## src/rtl/pipeline_run_control.sv

```systemverilog
// ---------------------------------------------------------------------------
// PipelineRunControl (module pipeline_run_control)
//
// Purpose:
//   Run/step/pause/clear sequencer for a 5-stage pipeline. A host/debug port
//   issues commands; the block decides on which cycles the PC and the four
//   pipeline latches advance. When a HALT instruction word appears at IF the
//   pipeline drains the older instructions (PC frozen, bubbles injected into
//   IF/ID) and then parks until a CLEAR is received. A free-running count of
//   enabled cycles is kept for the debug unit.
//
// Ports:
//   clk                 in   system clock, rising edge
//   reset               in   synchronous, active-low reset
//   cmd_valid           in   command strobe
//   cmd_code[1:0]       in   0=RUN, 1=STEP, 2=PAUSE, 3=CLEAR
//   cmd_ready           out  command accepted when cmd_valid && cmd_ready
//   fetched_instruction in   instruction word at the IF output this cycle
//   pipe_enable         out  clock-enable for PC and all pipeline latches
//   pipe_flush          out  one-cycle synchronous clear of latches and PC
//   pc_hold             out  PC keeps its value even while pipe_enable=1
//   if_bubble           out  IF/ID captures a zero instruction
//   halted              out  pipeline parked after a HALT word
//   run_state[2:0]      out  current state encoding (debug)
//   cycle_count[B-1:0]  out  enabled cycles since last reset or CLEAR
// ---------------------------------------------------------------------------
module pipeline_run_control #(
    parameter int unsigned    B           = 32,
    parameter logic [B-1:0]   HALT_WORD   = {B{1'b1}},
    parameter int unsigned    DRAIN_DEPTH = 4
) (
    input  logic         clk,
    input  logic         reset,
    input  logic         cmd_valid,
    input  logic [1:0]   cmd_code,
    output logic         cmd_ready,
    input  logic [B-1:0] fetched_instruction,
    output logic         pipe_enable,
    output logic         pipe_flush,
    output logic         pc_hold,
    output logic         if_bubble,
    output logic         halted,
    output logic [2:0]   run_state,
    output logic [B-1:0] cycle_count
);

    typedef enum logic [2:0] {
        S_IDLE   = 3'd0,
        S_RUN    = 3'd1,
        S_STEP   = 3'd2,
        S_DRAIN  = 3'd3,
        S_HALTED = 3'd4,
        S_FLUSH  = 3'd5
    } state_e;

    state_e         state_q, state_d;
    logic [3:0]     drainCnt_q, drainCnt_d;
    logic [B-1:0]   cycleCount_q, cycleCount_d;

    logic cmdAccept;
    logic cmdRun;
    logic cmdStep;
    logic cmdPause;
    logic cmdClear;
    logic haltAtIf;

    // Moore outputs decoded straight from the registered state.
    assign cmd_ready   = (state_q != S_FLUSH);
    assign pipe_enable = (state_q == S_RUN) || (state_q == S_STEP) || (state_q == S_DRAIN);
    assign pc_hold     = (state_q == S_DRAIN);
    assign if_bubble   = (state_q == S_DRAIN);
    assign halted      = (state_q == S_HALTED);
    assign pipe_flush  = (state_q == S_FLUSH);
    assign run_state   = state_q;
    assign cycle_count = cycleCount_q;

    assign cmdAccept = cmd_valid && cmd_ready;
    assign cmdRun    = cmdAccept && (cmd_code == 2'd0);
    assign cmdStep   = cmdAccept && (cmd_code == 2'd1);
    assign cmdPause  = cmdAccept && (cmd_code == 2'd2);
    assign cmdClear  = cmdAccept && (cmd_code == 2'd3);
    assign haltAtIf  = (fetched_instruction == HALT_WORD);

    // Next-state logic. Within each state the if-chain follows the command
    // priority: CLEAR, then halt detection, then PAUSE, then RUN/STEP.
    // Commands that have no meaning in the current state fall through and
    // are simply dropped (they are still accepted, cmd_ready stays high).
    always_comb begin
        state_d    = state_q;
        drainCnt_d = drainCnt_q;
        case (state_q)
            S_IDLE: begin
                if (cmdClear)      state_d = S_FLUSH;
                else if (cmdRun)   state_d = S_RUN;
                else if (cmdStep)  state_d = S_STEP;
            end
            S_RUN: begin
                if (cmdClear) begin
                    state_d = S_FLUSH;
                end else if (haltAtIf) begin
                    state_d    = S_DRAIN;
                    drainCnt_d = 4'(DRAIN_DEPTH - 1);
                end else if (cmdPause) begin
                    state_d = S_IDLE;
                end
            end
            S_STEP: begin
                // A single enabled cycle; a HALT fetched during it still
                // has to drain, and RUN turns the step into free running.
                if (cmdClear) begin
                    state_d = S_FLUSH;
                end else if (haltAtIf) begin
                    state_d    = S_DRAIN;
                    drainCnt_d = 4'(DRAIN_DEPTH - 1);
                end else if (cmdRun) begin
                    state_d = S_RUN;
                end else begin
                    state_d = S_IDLE;
                end
            end
            S_DRAIN: begin
                if (cmdClear) begin
                    state_d = S_FLUSH;
                end else if (drainCnt_q == 4'd0) begin
                    state_d = S_HALTED;
                end else begin
                    drainCnt_d = drainCnt_q - 4'd1;
                end
            end
            S_HALTED: begin
                if (cmdClear) state_d = S_FLUSH;
            end
            S_FLUSH: begin
                state_d    = S_IDLE;
                drainCnt_d = 4'd0;
            end
            default: begin
                state_d    = S_IDLE;
                drainCnt_d = 4'd0;
            end
        endcase
    end

    // Enabled-cycle counter. It reads zero from the FLUSH cycle onward, so a
    // CLEAR also discards the cycle on which it was accepted.
    always_comb begin
        cycleCount_d = cycleCount_q;
        if ((state_q == S_FLUSH) || (state_d == S_FLUSH)) begin
            cycleCount_d = '0;
        end else if (pipe_enable) begin
            cycleCount_d = cycleCount_q + {{(B-1){1'b0}}, 1'b1};
        end
    end

    // State registers with synchronous active-low reset.
    always_ff @(posedge clk) begin
        if (!reset) begin
            state_q      <= S_IDLE;
            drainCnt_q   <= 4'd0;
            cycleCount_q <= '0;
        end else begin
            state_q      <= state_d;
            drainCnt_q   <= drainCnt_d;
            cycleCount_q <= cycleCount_d;
        end
    end

endmodule
```

## config.mk

```make
export PLATFORM = sky130hd
export DESIGN_NAME = pipeline_run_control
export DESIGN_NICKNAME = d
export VERILOG_FILES = /design/src/rtl/pipeline_run_control.sv
export SDC_FILE = /design/constraint.sdc
export NUM_CORES = 1
export LEC_CHECK = 0
export ABC_AREA = 1
export CORE_AREA = 4 4 58 112
export DETAILED_ROUTE_END_ITERATION = 8
export DIE_AREA = 0 0 62 116
export PLACE_DENSITY = 0.86
export SKIP_CTS_REPAIR_TIMING = 1
export SLEW_MARGIN = 20
export SYNTH_ARGS = -nofsm -noshare
export SYNTH_HDL_FRONTEND = slang
export SYNTH_SLANG_ARGS = --single-unit
```

## constraint.sdc

```tcl
create_clock -name clk -period 2.05 [get_ports clk]
set_input_delay 0.205 -clock clk [delete_from_list [all_inputs] [get_ports clk]]
set_output_delay 0.205 -clock clk [all_outputs]
set_load 0.05 [all_outputs]
```

==> flow_summary.ini <==
[detailed_routing]
dr.pass1.iters = 4
ant_nets = 0
drt-initial-drc-count = 142
viasPerCell = 5.17
vias = 2918
wl_per_cell_um = 12.8
drt_wl_total_um = 7230
drc_errors = 0

[cells_and_area]
multi_input_area_um2 = 1640
final_cell_mix = 129 x nand2_1, 80 x nor2_1, 72 x clkdlybuf4s50_1
nNetsFinal = 541
fillCellCount = 513
drive_gt1_share_pct = 12.7
final_common_cell = nand2_1
post-route-util_pct = 63.3
layout.area.seq_um2 = 785
diodes = 0
area_delta_synth_final_pct = 37.8

[logic_synthesis]
ys_ff_latch = 39
syn_area_per_cell_um2 = 6.21
yosys.area.top_type = dfxtp_1
yosysSeqAreaShare_pct = 29.8
synth_area_leaders = dfxtp_1 30%, nand2_1 18%, nor2_1 11%, nor2_2 7.6%, inv_1 5.6%
syn-num-nets = 461
synth_cell_types = 33
yosysTopAreaCellShare_pct = 29.8
async_flop_share_pct = 0
synth_edf_count = 0
netlist_area_um2 = 2620
ys_warn_count = 0
synth_ff_type = dfxtp_1
netlist_instances = 422

[sta]
setup_tns_ns = 0
finalCritPeriodShare_pct = 91.3
fmax_ghz = 0.534
finalMaxSlewViolations = 0
hold_violations = 0
clock_skew_ns = 0.00512
period_needed_ns = 1.87
worst_pin_slew_ns = 0.515
relSlewSlack_pct = 65.5
finalSetupViolations = 0
rsz0062_at_grt = false
hold_slack_ns = 0.476

[pwr]
swShare_pct = 26.0
power.leakage_nw = 1.32
intPower_mw = 1.35
pwr-share-comb_pct = 16.2
power.share.sequential_pct = 43.3
p_sw_mw = 0.472
ir_drop_v = 0.000623
p_per_area_nw_per_um2 = 503
clock_power_share_pct = 40.5

[min_path]
worstHoldPathType = flop to flop

[worst_setup_path]
critPathArrivalTime_ns = 1.67
crit_type = flop to output pin
cp.buffers_inverters = 2
crit_path_max_fanout = 8
path_delay_family = buffers and inverters
endpoint_kind = output pin
cp.required_ns = 1.85
slowest_delay_ns = 0.81
critPathSlowestCell = clkdlybuf4s50_1
cp-start-kind = flop
cp_cell_sequence = inv_2, nand3_4, clkdlybuf4s50_1

[floorplanning]
dieHeight_um = 116
dieArea_um2 = 7190
core.rowCount = 39
die_w_um = 62
ios = 78
core_um2 = 5710
start_util_pct = 45.9

[outcome]
outcome = complete, no violations

[cts]
cts_buffers = 5
cts_sinks = 39
clock_tree.root_cell = clkbuf_16
ctsLongestPathBuffers = 2
h-tree-depth = 2
clkTransAtPathRegs_ns = 0.06
clk_latency_ns = 0.28
cts_tree = done

[grt]
grt_max_degree = 23
grtUsageTotal_pct = 21.0
gr-total-overflow = 0
antenna_found_initial = 0
grt_pass1_vias = 2749
grt_pass1_wl_um = 11500

[place]
gp_congestion = 0.981
io_buffers = 77
hpwl_um = 5840

[flow_run]
cap_violations = 0
logic make-up after synthesis:
kind of cell	count (synthesis)	synth area share, %
fa+ha+maj	2	0.954
compound gates	23	4.68
buf+inv	49	8.11
mux	1	0.382
flops	39	29.8
xor+xnor	19	6.35
simple gates	289	49.8
flip-flops by register name, summed over array words and instances, names as in the netlist:
name and cells:
drainCnt_q 4, run_state 3, cycle_count 32
cell type report:
class                           count  share of cell area (%)
Clock buffer                        5                    3.46
Inverter                           42                    4.36
Clock inverter                      3                   0.416
Tap cell                           61                    2.11
Sequential cell                    39                    21.7
Timing Repair Buffer               80                    22.6
Multi-Input combinational cell    334                    45.4
worst min-delay path, delay by kind of cell, from the launching register on:
family / cells / cell delay [ns]
flops: 1 / 0.31
buf+inv: 1 / 0.06
compound gates: 1 / 0.06
Yosys cell counts, types with 2 or more instances:
library cell,count
nor2_4,3
nor3_1,2
nand2_1,129
inv_1,39
nor2_2,32
nand4_1,7
buf_2,2
nand3_1,23
nand3_2,2
nand3b_1,3
a21oi_1,13
xor2_1,11
buf_6,3
xnor2_1,8
o21ai_0,4
nor3_2,2
ha_1,2
dfxtp_1,39
nand2_2,2
inv_2,3
o21ai_1,2
nor2_1,80
per-stage QoR:
step / instance area [um2] / std cells / power [mW] / setup WS (ns)
after detailed placement: 3470 / 556 / 1.10 / 0.185
final: 3610 / 564 / 1.82 / 0.179
after CTS: 3610 / 564 / 1.83 / 0.0263
after global placement: 3470 / 556 / 1.09 / 0.225
after global routing: 3610 / 564 / 1.89 / 0.119
after floorplan: 2640 / 422 / 0.972 / 0.0400
worst paths after layout:
check	cells past startpoint	slack [ns]	end	from
worst max-delay path	3	0.18	cmd_ready	run_state[1]
worst min-delay path	2	0.48	drainCnt_q[1]	drainCnt_q[1]
worst max register to register	12	0.28	cycle_count[30]	cycle_count[0]
worst min register to register	2	0.48	drainCnt_q[1]	drainCnt_q[1]
layer usage:
layer,vias up,track usage [%],part of all wire [%]
li1,1464,-,-
met1,1322,19.7,34
met2,103,39.6,54
met3,29,3.68,6.6
met4,0,11.5,5.1
met5,-,0,0
power by group through the flow:
| stage | clock network [mW] | registers, mW | logic (mW) |
|---|---|---|---|
| 2_1_floorplan | 0 | 0.819 | 0.153 |
| 6_report | 0.736 | 0.787 | 0.295 |
| 3_3_place_gp | 0 | 0.802 | 0.289 |
| 3_5_place_dp | 0 | 0.803 | 0.296 |
| 4_1_cts | 0.750 | 0.787 | 0.297 |
| 5_1_grt | 0.778 | 0.789 | 0.319 |
Power figures use the tool's default switching activity.
